--- src/rtl/scan_scheduler.sv ---
// Two-scanner handoff sequencer: wakes the idle scanner ahead of time, grants the shared downlink, counts outcomes.
// All outputs registered (1-cycle latency from inputs); no backpressure, each command is a single-cycle pulse.
module scan_scheduler #(
    parameter int unsigned WAKE_LVL  = 80,
    parameter int unsigned START_LVL = 90,
    parameter int unsigned TIMEOUT   = 255
) (
    input  logic       clk,
    input  logic       reset,
    input  logic       mission_en,
    input  logic       link_ok,
    input  logic [2:0] state1,
    input  logic [2:0] state2,
    input  logic [7:0] mem_used1,
    input  logic [7:0] mem_used2,
    output logic       goto_stby1,
    output logic       goto_stby2,
    output logic       start_scan1,
    output logic       start_scan2,
    output logic       xfer1,
    output logic       xfer2,
    output logic       active,
    output logic [7:0] xfer_cnt,
    output logic [7:0] drop_cnt,
    output logic       fault
);

    localparam logic [2:0] SC_LOW_PWR  = 3'b000;
    localparam logic [2:0] SC_STBY     = 3'b001;
    localparam logic [2:0] SC_IDLE     = 3'b011;
    localparam logic [2:0] SC_XFERRING = 3'b101;

    typedef enum logic [2:0] {
        S_OFF, S_RUN, S_WAIT_STBY, S_ARMED, S_FILL, S_XFER, S_DRAIN
    } fsm_t;

    fsm_t       state, nxt_state;
    logic [7:0] timer, nxt_timer;
    logic       nxt_fault, nxt_active, nxt_grant;
    logic       stby_cmd, start_cmd, inc_xfer, inc_drop;

    logic [7:0] mem_a;
    logic [2:0] state_a, state_b;

    assign mem_a   = active ? mem_used2 : mem_used1;
    assign state_a = active ? state2 : state1;
    assign state_b = active ? state1 : state2;

    always_comb begin
        nxt_state  = state;
        nxt_timer  = timer;
        nxt_fault  = fault;
        nxt_active = active;
        nxt_grant  = 1'b0;
        stby_cmd   = 1'b0;
        start_cmd  = 1'b0;
        inc_xfer   = 1'b0;
        inc_drop   = 1'b0;
        case (state)
            S_OFF: begin
                if (mission_en) nxt_state = S_RUN;
            end
            S_RUN: begin
                if (!mission_en) begin
                    nxt_state = S_OFF;
                end else if (mem_a >= 8'(WAKE_LVL)) begin
                    stby_cmd  = 1'b1;
                    nxt_timer = 8'd0;
                    nxt_state = S_WAIT_STBY;
                end
            end
            S_WAIT_STBY: begin
                if (state_b == SC_STBY) begin
                    nxt_state = S_ARMED;
                end else if (timer == 8'(TIMEOUT)) begin
                    nxt_fault = 1'b1;
                    stby_cmd  = 1'b1;
                    nxt_timer = 8'd0;
                end else begin
                    nxt_timer = timer + 8'd1;
                end
            end
            S_ARMED: begin
                if (mem_a >= 8'(START_LVL)) begin
                    start_cmd = 1'b1;
                    nxt_state = S_FILL;
                end
            end
            S_FILL: begin
                // Entering XFER latches the grant high whatever link_ok says this cycle.
                if (state_a == SC_XFERRING) begin
                    nxt_state = S_XFER;
                    nxt_grant = 1'b1;
                end else if (state_a == SC_IDLE) begin
                    nxt_state = S_DRAIN;
                end else begin
                    nxt_grant = link_ok;
                end
            end
            S_XFER: begin
                if (state_a == SC_LOW_PWR) begin
                    inc_xfer   = 1'b1;
                    nxt_active = ~active;
                    nxt_state  = S_RUN;
                end else begin
                    nxt_grant = 1'b1;
                end
            end
            S_DRAIN: begin
                if (state_a == SC_LOW_PWR) begin
                    inc_drop   = 1'b1;
                    nxt_active = ~active;
                    nxt_state  = S_RUN;
                end
            end
            default: nxt_state = S_OFF;
        endcase
    end

    always_ff @(posedge clk or posedge reset) begin
        if (reset) begin
            state       <= S_OFF;
            timer       <= 8'd0;
            fault       <= 1'b0;
            active      <= 1'b0;
            goto_stby1  <= 1'b0;
            goto_stby2  <= 1'b0;
            start_scan1 <= 1'b0;
            start_scan2 <= 1'b0;
            xfer1       <= 1'b0;
            xfer2       <= 1'b0;
            xfer_cnt    <= 8'd0;
            drop_cnt    <= 8'd0;
        end else begin
            state       <= nxt_state;
            timer       <= nxt_timer;
            fault       <= nxt_fault;
            active      <= nxt_active;
            // Commands target B, the scanner not currently active.
            goto_stby1  <= stby_cmd & active;
            goto_stby2  <= stby_cmd & ~active;
            start_scan1 <= start_cmd & active;
            start_scan2 <= start_cmd & ~active;
            xfer1       <= nxt_grant & ~nxt_active;
            xfer2       <= nxt_grant & nxt_active;
            if (inc_xfer && xfer_cnt != 8'hFF) xfer_cnt <= xfer_cnt + 8'd1;
            if (inc_drop && drop_cnt != 8'hFF) drop_cnt <= drop_cnt + 8'd1;
        end
    end

endmodule

--- config.mk ---
export PLATFORM = sky130hd
export DESIGN_NAME = scan_scheduler
export DESIGN_NICKNAME = d
export VERILOG_FILES = /design/src/rtl/scan_scheduler.sv
export SDC_FILE = /design/constraint.sdc
export NUM_CORES = 1
export LEC_CHECK = 0
export CAP_MARGIN = 30
export CORE_ASPECT_RATIO = 1.2
export CORE_UTILIZATION = 35
export CTS_CLUSTER_DIAMETER = 120
export DETAILED_ROUTE_END_ITERATION = 7
export GPL_ROUTABILITY_DRIVEN = 1
export SYNTH_ARGS = -nofsm -noshare
export SYNTH_HDL_FRONTEND = slang
export SYNTH_SLANG_ARGS = --single-unit
--- constraint.sdc ---
create_clock -name clk -period 4.12 [get_ports clk]
set_input_delay 0.412 -clock clk [delete_from_list [all_inputs] [get_ports clk]]
set_output_delay 0.412 -clock clk [all_outputs]
set_load 0.02 [all_outputs]
# Word-level counts from Yosys, hierarchy flattened
# Index checks and enable logic that the tools add are counted.
[op_classes] addsub=3 magnitude_cmp=2 n_eq_ne=21 n_mux=33 bitwise=9 n_reduce_logical=9
[ops] op="$mux 8" n=5
[ops] op="$mux 3" n=10
[ops] op="$add 8x1->8 const B" n=3
[ops] op="$pmux 3 s6" n=1
[ops] op="$ge 8x7->1 const B" n=2
[ops] op="$ne 8x8->1 const B" n=2
[ops] op="$pmux 8 s2" n=1
[ops] op="$mux 1" n=14
[ops] op="$eq 3x3->1 const B" n=4
[ops] op="$ne 2x2->1 const B" n=6
[ops] op="$eq 3x2->1 const B" n=3
[ops] op="$eq 8x8->1 const B" n=1
[ops] op="$and 1x1->1" n=6
[ops] op="$eq 3x1->1 const B" n=2
[ops] op="$logic_not 3->1" n=2
[ops] op="$ne 3x3->1 const B" n=2
[ops] op="$reduce_and 6->1" n=1
[ops] op="$pmux 1 s2" n=2
[ops] op="$reduce_and 4->1" n=1
[ops] op="$not 1->1" n=3
[ops] op="$reduce_and 3->1" n=1
[ops] op="$logic_and 1x1->1" n=2
[ops] op="$ne 2x1->1 const B" n=1
[ops] op="$reduce_bool 2->1" n=1
[ops] op="$reduce_or 2->1" n=1
[totals] ff_bits=35 input_bits=26 output_inout_bits=24 elab_cells=89

# Logic depth before layout (Yosys ltp)
[logic_depth] depth_word=6 ltp_mapped=8 ltp_nobuf=6

# Worst setup path before layout
# Ideal clock, no wire load.
[synth_path] path_kind="register -> register" startpoint="reg active" endpoint="reg drop_cnt[1]" setup_ns=0.125 t_arrival_ns=1.786 required_time_ns=3.995 slack_ns=2.210 path_stages_with_launch=6 n_path_buf=1 synth_period_minus_slack_ns=1.910 cell_sequence="dfrtp_1 > buf_6 > nor4_4 > o21ai_2 > a311oi_4 > mux2_2"
[synth_via] elab_chain_len=5
[synth_lines] item="start, declared" line="22" rtl="output logic active,"
[synth_lines] item="start signal, assigned" line="138" rtl="active <= nxt_active;"
[synth_lines] item="$mux 3" line="46" rtl="assign state_a = active ? state2 : state1;"
[synth_lines] item="$logic_not 3->1" line="110" rtl="if (state_a == SC_LOW_PWR) begin"
[synth_lines] item="$mux 1" line="110"
[synth_lines] item="$mux 1" line="59" rtl="case (state)"
[synth_lines] item="$logic_and 1x1->1" line="147" rtl="if (inc_drop && drop_cnt != 8'hFF) drop_cnt <= drop_cnt + 8'd1;"
[synth_lines] item="end signal, assigned" line="147"
[synth_lines] item="end, declared" line="24" rtl="output logic [7:0] drop_cnt,"
# Every way passes these cells.
# A chain may end at the register's enable or synchronous reset.

# Worst setup path after layout
# Same ends and word-level chain as after synthesis.

==> run_results.csv <==
group,metric,value,unit
outcome,outcome,"finished, violations left",
outcome,violations,"design-rule violations",
cells_and_area,drive_above_1_share,7.63,%
detailed_routing,wl_per_cell,13.9,um
detailed_routing,via_per_inst,5.36,
detailed_routing,drt_iter0_markers,62,
floorplanning,die_area,0.00603,mm2
flow_run,maxCapViolCount,0,
setup_path,worstSetupStartpointType,"register",
clock_tree,clkSinkCount,35,
timing,skew,0.0113,ns
setup_path,path_max_fanout,18,
detailed_routing,drc,6,
global_route,grt_overflow,0,
power,powerDensity,480,mW/mm2
floorplanning,chipWidth,71.1,um
placed_design,dpl.cell_count,303,
clock_tree,cts_hold_buf,0,
min_path,min_path_type,"register to register",
timing,min_period_over_period,54.4,%
floorplanning,core.rowCount,29,
placed_design,hpwl,3.20,mm
synth,ys_warn_count,0,
timing,rsz0062_at_grt,"no",
timing,setup_viol,0,
synth,synth-seq-area-share,43.7,%
floorplanning,start_util,37.1,%
placed_design,io_buffers,47,
detailed_routing,ant_nets,0,
synth,ys_async_sr_fraction,100,%
timing,relSlewSlack,57.6,%
synth,synth_edf_count,0,
cells_and_area,layout_commonest_cell,"clkdlybuf4s50_1",
cells_and_area,fill_cells,500,
synth,syn_avg_cell_area,10.1,um2
setup_path,end_kind,"register",
setup_path,required,4.29,ns
detailed_routing,via_count,1667,
power,p_total,1.25,mW
cells_and_area,final_cell_mix,"47 x clkdlybuf4s50_1, 35 x dfrtp_1, 15 x nor2_1, 13 x xnor2_1, 12 x o21ai_0",
clock_tree,ctsLongestPathBuffers,2,
cells_and_area,syn2layout_area_growth,30.0,%
placed_design,place.gp.congestion,0.780,
global_route,grt_use_total,15.8,%
setup_path,reg2reg_setup_slack,1.88,ns
cells_and_area,nets,277,
clock_tree,insertion_delay,0.28,ns
timing,maxSlewViolCount,0,
clock_tree,htreeDepth,2,
timing,worst_slew_pin_slew,0.635,ns
global_route,grt_pass1_vias,1677,
synth,syn-num-nets,227,
floorplanning,io_pins,50,
clock_tree,cts_resized,0,
cells_and_area,layout.cells.non_filler,311,
global_route,grt_pass1_wl,7.47,mm
timing,max_freq,446,MHz
global_route,antenna_found_initial,0,
synth,synth_cell_type_count,49,
synth,synthFlopType,"dfrtp_1",
detailed_routing,routed_wl,4.32,mm
timing,tns,0,ns
floorplanning,die_h,84.9,um
synth,netlist_instances,198,
timing,setup_slack,1.88,ns
clock_tree,clock_tree.root_cell,"clkbuf_8",
clock_tree,numCtsBuffers,5,
placed_design,dpl_worst_slack,1.71,ns
clock_tree,path_clk_slew,0.07,ns
floorplanning,core_area,0.00541,mm2
detailed_routing,dr.pass1.iters,6,
timing,finalHoldViolations,0,
clock_tree,cts_setup_buffers,0,
synth,synth.cell_area,0.00200,mm2
setup_path,path_class,"register to register",
synth,ys_seq_elements,35,
timing,period_needed,2.24,ns
power,p_leak,1.08,nW
global_route,grt_max_degree,36,
cells_and_area,antennaDiodeCount,0,
setup_path,cp.arrival,2.41,ns
clock_tree,cts_tree,"built",
power,vdd_drop_max,0.284,mV
cell type report:
| type | instances | area [um2] | share of cell area, % |
|---|---|---|---|
| multi-input combinational | 149 | 1060 | 40.6 |
| sequential | 35 | 876 | 33.6 |
| timing repair buffer | 48 | 478 | 18.4 |
| tap | 62 | 77.6 | 2.98 |
| clock buffer | 7 | 76.3 | 2.93 |
| inverter | 9 | 33.8 | 1.30 |
| clock inverter | 1 | 5.00 | 0.192 |
through the flow:
stage	instance area (um2)	hold WS (ns)	utilization [%]
after floorplan	2000	0.511	-
after global placement	2520	0.439	46.7
after detailed placement	2520	0.449	46.7
after CTS	2600	0.464	48.2
after global routing	2600	0.478	48.2
final	2600	0.457	48.2
synth_stat cells (2+ instances only):
library cell  number  area (um2)
dfrtp_1           35         876
nor2_1            15        56.3
xnor2_1           13         114
o21ai_0           12        60.1
nand2_1           11        41.3
inv_1              9        33.8
and3_1             7        43.8
nand3_1            7        35.0
nand4_1            7        43.8
nor3_1             7        35.0
a21oi_1            4        20.0
a31oi_1            4        25.0
mux2i_1            4        40.0
nand2b_1           4        25.0
nor2b_1            4        25.0
o21a_1             4        30.0
a32o_1             3        30.0
ha_1               3        37.5
mux2_2             3        33.8
o211ai_1           3        22.5
a211oi_1           2        15.0
a311oi_4           2        52.6
buf_2              2        10.0
buf_6              2        22.5
nand3b_1           2        15.0
nand4b_1           2        17.5
nor4_1             2        12.5
or2_2              2        12.5
or4_1              2        15.0
xor2_1             2        17.5
path summary, 6_finish.rpt:
| kind | start | end | cells past startpoint |
|---|---|---|---|
| worst max-delay path | active | drop_cnt[1] | 4 |
| worst min-delay path | fault | fault | 1 |
| worst max register to register | active | drop_cnt[1] | 4 |
| worst min register to register | fault | fault | 1 |
| max in group asynchronous | reset | timer[1] | 3 |
| min in group asynchronous | reset | xfer_cnt[4] | 3 |
state kept, by name, indices dropped and copies added (netlist names):
register     count
timer            8
fault            1
start_scan1      1
xfer_cnt         8
goto_stby2       1
start_scan2      1
xfer1            1
active           1
state            3
goto_stby1       1
drop_cnt         8
xfer2            1
report_power, final:
part           total (mW)  leakage, nW  internal, mW  switching [mW]
Clock               0.234       0.0422         0.119           0.116
Combinational       0.489        0.563         0.236           0.253
Sequential          0.525        0.474         0.415           0.110
critical path: stages, from the launching register on:
cell,delay [ns]
dfrtp_1,0.75
nor4b_4,0.35
o21ai_2,0.17
a311oi_4,0.48
mux2_2,0.38
logic make-up (layout without fill, tap and decap cells):
| logic type | count (synthesis) | after routing | share of synthesized area, % |
|---|---|---|---|
| mux | 7 | 7 | 3.69 |
| xor+xnor | 15 | 15 | 6.56 |
| simple gates | 81 | 81 | 24.0 |
| buf+inv | 14 | 65 | 3.50 |
| fa+ha+maj | 4 | 4 | 2.37 |
| compound gates | 42 | 42 | 16.2 |
| flops | 35 | 35 | 43.7 |
metal layers:
layer / wire (um) / GRT usage, %
met1: 1940 / 19.2
met5: 0 / 0
met3: 278 / 5.23
met2: 1980 / 25.3
met4: 121 / 7.64
No activity file was read; power rests on OpenSTA's default activity.
